===== config.mk =====
export PLATFORM = sky130hd
export DESIGN_NAME = pipe_hazard_ctrl
export DESIGN_NICKNAME = d
export VERILOG_FILES = /design/src/rtl/pipe_hazard_ctrl.sv
export SDC_FILE = /design/constraint.sdc
export NUM_CORES = 1
export LEC_CHECK = 0
export ABC_AREA = 1
export CORE_MARGIN = 4
export CORE_UTILIZATION = 39
export CTS_CLUSTER_DIAMETER = 120
export DETAILED_ROUTE_END_ITERATION = 7
export GPL_TIMING_DRIVEN = 0
export PLACE_DENSITY = 0.95
export REMOVE_ABC_BUFFERS = 1
export SLEW_MARGIN = 20
export SYNTH_ARGS = -nofsm -noshare
export SYNTH_HDL_FRONTEND = slang
export SYNTH_SLANG_ARGS = --single-unit

===== constraint.sdc =====
create_clock -name clk -period 5.4 [get_ports clk]
set_clock_uncertainty 0.15 [all_clocks]
set_input_delay 1.62 -clock clk [delete_from_list [all_inputs] [get_ports clk]]
set_output_delay 1.62 -clock clk [all_outputs]
set_load 0.02 [all_outputs]

===== src/rtl/pipe_hazard_ctrl.sv =====
// Pipeline hazard controller: load-use stall, redirect flush, DRAM wait freeze with timeout.
// Optional performance counters are built when HAZARD_PERF_CNT_EN is defined.
module pipe_hazard_ctrl #(
   parameter int         MEM_TIMEOUT = 16,
   parameter logic [1:0] LOAD_WSEL   = 2'b01
) (
   input  logic        clk,
   input  logic        rst,
   input  logic [4:0]  id_rs1,
   input  logic [4:0]  id_rs2,
   input  logic        id_rs1_used,
   input  logic        id_rs2_used,
   input  logic [4:0]  ex_wR,
   input  logic        ex_rf_we,
   input  logic [1:0]  ex_rf_wsel,
   input  logic        ex_redirect,
   input  logic        mem_req,
   input  logic        mem_ack,
   output logic        pc_stall,
   output logic        if_id_stall,
   output logic        id_ex_stall,
   output logic        ex_mem_stall,
   output logic        if_id_flush,
   output logic        id_ex_flush,
   output logic        mem_wb_flush,
   output logic [1:0]  state,
   output logic        mem_err,
   output logic [31:0] stall_cnt,
   output logic [31:0] flush_cnt
);

   typedef enum logic [1:0] {
      RUN      = 2'b00,
      MEM_WAIT = 2'b01,
      MEM_ERR  = 2'b10,
      UNUSED   = 2'b11
   } state_t;

   localparam logic [7:0] TIMEOUT_LAST = 8'(MEM_TIMEOUT - 1);

   state_t     state_q;
   logic [7:0] wait_cnt_q;
   logic       mem_err_q;

   logic mem_pending;
   logic freeze;
   logic load_use;

   assign mem_pending = mem_req & ~mem_ack;
   // Every non-error state (including the unreachable encoding) behaves as RUN/MEM_WAIT here.
   assign freeze      = (state_q == MEM_ERR) | mem_pending;
   assign load_use    = ex_rf_we && (ex_rf_wsel == LOAD_WSEL) && (ex_wR != 5'd0) &&
                        ((id_rs1_used && (id_rs1 == ex_wR)) ||
                         (id_rs2_used && (id_rs2 == ex_wR)));

   always_comb begin
      pc_stall     = 1'b0;
      if_id_stall  = 1'b0;
      id_ex_stall  = 1'b0;
      ex_mem_stall = 1'b0;
      if_id_flush  = 1'b0;
      id_ex_flush  = 1'b0;
      mem_wb_flush = 1'b0;
      if (!rst) begin
         if (freeze) begin
            pc_stall     = 1'b1;
            if_id_stall  = 1'b1;
            id_ex_stall  = 1'b1;
            ex_mem_stall = 1'b1;
            mem_wb_flush = 1'b1;
         end else if (ex_redirect) begin
            if_id_flush = 1'b1;
            id_ex_flush = 1'b1;
         end else if (load_use) begin
            pc_stall    = 1'b1;
            if_id_stall = 1'b1;
            id_ex_flush = 1'b1;
         end
      end
   end

   always_ff @(posedge clk or posedge rst) begin
      if (rst) begin
         state_q    <= RUN;
         wait_cnt_q <= 8'd0;
         mem_err_q  <= 1'b0;
      end else begin
         case (state_q)
            MEM_WAIT: begin
               // A completing ack takes priority over the timeout check.
               if (mem_ack || !mem_req) begin
                  state_q    <= RUN;
                  wait_cnt_q <= 8'd0;
               end else if (wait_cnt_q == TIMEOUT_LAST) begin
                  state_q   <= MEM_ERR;
                  mem_err_q <= 1'b1;
               end else begin
                  wait_cnt_q <= wait_cnt_q + 8'd1;
               end
            end
            MEM_ERR: state_q <= MEM_ERR;
            default: begin
               if (mem_pending) begin
                  state_q    <= MEM_WAIT;
                  wait_cnt_q <= 8'd1;
               end else begin
                  state_q <= RUN;
               end
            end
         endcase
      end
   end

   assign state   = state_q;
   assign mem_err = mem_err_q;

`ifdef HAZARD_PERF_CNT_EN
   logic [31:0] stall_cnt_q;
   logic [31:0] flush_cnt_q;

   always_ff @(posedge clk or posedge rst) begin
      if (rst) begin
         stall_cnt_q <= 32'd0;
         flush_cnt_q <= 32'd0;
      end else begin
         if (pc_stall && (stall_cnt_q != 32'hFFFF_FFFF))
            stall_cnt_q <= stall_cnt_q + 32'd1;
         if ((if_id_flush || id_ex_flush) && (flush_cnt_q != 32'hFFFF_FFFF))
            flush_cnt_q <= flush_cnt_q + 32'd1;
      end
   end

   assign stall_cnt = stall_cnt_q;
   assign flush_cnt = flush_cnt_q;
`else
   assign stall_cnt = 32'h0;
   assign flush_cnt = 32'h0;
`endif

endmodule


# After elaboration in Yosys (flattened, before gate mapping)
# Index checks and enable logic that the tools add are counted.
# totals
word_cells	49
inputBits	25
register_bits	11
# classes
n_eq_ne	8
add_sub_neg	1
n_bitwise	5
muxes	20
reduce_logical	12
# op_table
operator	n
8-bit 2-to-1 mux	3
8-bit one-hot mux with 2 select lines	1
1-bit 2-to-1 mux	13
5-bit == test	2
8-bit by 1-bit adder with 8-bit output (second input constant)	1
8-bit by 4-bit == test with 1-bit output (second input constant)	1
3-bit inequality test (second input constant)	2
3-bit AND reduction	2
1-bit logical AND	5
5-bit nonzero test	1
2-bit by 1-bit == test with 1-bit output (second input constant)	2
2-bit 2-to-1 mux	2
2-bit one-hot mux with 2 select lines	1
1-bit inverter	3
2-bit == test (second input constant)	1
1-bit logical OR	2
2-bit nonzero test	1
1-bit bitwise AND	1
1-bit logical NOT	1
1-bit OR	1

# Longest topological paths before layout
# depth
ltp_word	8
ltp_mapped	10

# Worst setup path before layout
# No wires, ideal clock.
# synth_path
path_kind	input -> output
startpoint	in mem_req
endpoint	out pc_stall
path_stages	9
path_buffers	1
arrival_ns	2.845
required_time_ns	3.630
slack_ns	0.785
path_cell_list	inv_1 -> nor2_4 -> inv_1 -> nand2_1 -> inv_1 -> nor2_1 -> inv_1 -> nand2_1 -> buf_4
# synth_via
elab_chain_cells	4
# synth_rtl
element	line	text
start: declaration	17	input logic mem_req,
1-bit bitwise AND	49	assign mem_pending = mem_req & ~mem_ack;
1-bit OR	51	assign freeze = (state_q == MEM_ERR) | mem_pending;
1-bit 2-to-1 mux (2 in a row)	n/a	
end: declaration	19	output logic pc_stall,
# No other way between the ends.

# Worst setup path in the final report
# layout_path
startpoint	in mem_req
endpoint	out pc_stall
# layout_via
elab_chain_cells	4
# layout_rtl
element	line	text
1-bit bitwise AND	49	
1-bit OR	51	
1-bit 2-to-1 mux	65	if (freeze) begin
1-bit 2-to-1 mux	64	if (!rst) begin
# No other way between the ends.

==> run metrics <==
setup TNS=0 ns; IO Pins=99; global route overflow=0; CTS tree=done; post-synthesis register bit count=11; clk sinks=11; net total in the final layout=296; final worst path period share=0.964; Max clock buf depth=2; slowest cell delay on critical path=0.60 ns; Pre-antenna DRT Iters=4; Crit Path Max Fanout=7; Post-Syn Area=0.00150 mm²; gr usage total=0.107; vias in the first global route=1034; starting DRC count in detailed routing=53; Mapped Avg Cell Area=6.51 µm²; cells along the critical path=clkdlybuf4s50_1 > inv_1 > nor2_4 > inv_1 > nand2_1 > inv_1 > nor2_2 > inv_1 > nand2_1 > clkdlybuf4s50_1; Max VDD drop=0.120 mV; top achievable clock speed=192 MHz; hold buffers post-CTS=0; Root Driver=clkbuf_8; Power Density=148 mW/mm²; initial antenna violation count=0; wire length of the first global-routing pass=4.42 mm; Via density=4.00; final wirelength=2.91 mm; ANT cells=0; Final setup viols=0; Crit Path Class=input port to output pin; YS warnings=0; CP arrival=3.43 ns; Clk pin slew, worst setup/hold paths=0.05 ns; DRC violation count after routing=0; antenna-violating nets left=0; final hold violation count=0; IO buf count=34; Die Y=70.0 µm; Startpoint Class=input port; core area=0.00369 mm²; Hold WS=0.346 ns; Layout area overhead=13.5%; Max Slew Vio Count=0; RSZ-0062 raised after global routing=false; R2R cell count=8; row cnt=22; Placer Congestion=0.840; status=finished clean; CTS Buf Count=3; chip width=70.0 µm; fin crit period=5.20 ns; wire per inst=9.25 µm; Hold Path Stages=1; H-tree levels=1; most frequent CP cell=inv_1; worst hold path class=register to register; share of layout cells above drive strength 1=0.0824; sequential fraction of the synthesis area=0.184; Syn Inst Count=230; CP required=3.63 ns; Distinct cells, synth=25; largest net degree at the start of global routing=13; leakage=0.961 nW; Clk Latency, worst-skew pair=0.24 ns; Initial Util=0.406; Die ar.=0.00490 mm²; DPL Wire Length=2.42 mm; Slowest-stage cell, CP=clkdlybuf4s50_1; max-capacitance violation count=0; CP endpoint kind=output pin; via count=1259
[synthesized netlist by cell type (all sizes together)]
master / n / share of area
a21oi: 2 / 0.014
and3b: 1 / 0.0058
buf: 69 / 0.35
conb: 1 / 0.0025
dfrtp: 11 / 0.18
ha: 3 / 0.025
inv: 30 / 0.075
nand2: 61 / 0.15
nand3: 11 / 0.040
nand3b: 1 / 0.0050
nand4: 5 / 0.021
nor2: 20 / 0.060
o21ai: 11 / 0.047
o21bai: 1 / 0.0050
or2: 2 / 0.0084
xor2: 1 / 0.0058
[cell usage in the layout, fill, tap and decap left out]
cell type / n
nor2_2: 1
inv_2: 2
o21bai_1: 1
a21oi_4: 1
nand3b_1: 1
inv_1: 28
conb_1: 64
ha_1: 3
buf_4: 5
o21ai_1: 2
or2_2: 2
a21oi_1: 1
clkdlybuf4s50_1: 34
o21ai_2: 4
clkbuf_8: 3
nand4_1: 5
clkbuf_1: 1
nor2_4: 2
xor2_1: 1
nand3_2: 1
nand3_1: 10
o21ai_0: 5
dfrtp_1: 11
nor2_1: 17
nand2_2: 1
nand2_1: 60
and3b_1: 1
[critical path, delay by kind of cell]
| family | cells | cell delay (ns) |
|---|---|---|
| simple gates | 4 | 0.50 |
| buf+inv | 6 | 1.31 |
[worst paths after layout]
path,to,start,slack (ns)
setup / recovery,pc_stall,mem_req,0.20
hold / removal,mem_err,mem_err,0.35
setup reg to reg,wait_cnt_q[7],state[1],3.68
hold reg to reg,mem_err,mem_err,0.35
max in group asynchronous,wait_cnt_q[3],rst,3.17
min in group asynchronous,wait_cnt_q[4],rst,1.63
[repair_timing]
action / 4_1_cts / 5_1_grt
resized for setup: 0 / 1
setup buffers: 0 / 5
setup endpoints to repair: 0 / 2
[registers in the layout, summed over array words and instances, names as in the netlist]
signal / count
mem_err: 1
state: 2
wait_cnt_q: 8
[layer usage]
layer  vias up  global-route usage  part of all wire
met5         -                   0                 0
met4         0              0.0362             0.016
met3         7              0.0129             0.080
met2        63               0.206              0.53
met1       545               0.120              0.37
li1        644                   -                 -
[stage by stage]
step	power [W]	setup slack (ns)	instances	instance area, µm²	util
finish	0.000251	0.195	315	1700	0.461
global placement	0.000164	0.0996	306	1620	0.438
CTS	0.000249	0.0766	310	1660	0.450
detailed placement	0.000165	0.0908	306	1620	0.438
floorplan	0.000139	0.400	224	1210	-
global route	0.000264	0.0269	315	1700	0.461
[power by group]
group	total, W	internal, W	switching (W)
sequential	0.0000826	0.0000826	0
combinational	0.0000854	0.0000261	0.0000592
clock	0.0000834	0.0000519	0.0000315
[logic make-up after synthesis]
family,synth area share
adder cells (fa/ha/maj),0.0251
flip-flops,0.184
buffers and inverters,0.422
other,0.00250
AO/OA/AOI/OAI,0.0660
XOR/XNOR,0.00585
AND/OR/NAND/NOR,0.295
[layout make-up]
cell class | count | area, µm²
fillers | 376 | 1990
well taps | 48 | 60.1
multi-input cells | 183 | 830
flip-flops and latches | 11 | 275
repair buffers | 39 | 378
clock buffers | 4 | 45.0
inverters | 30 | 113
(Power assumes the default switching activity.)
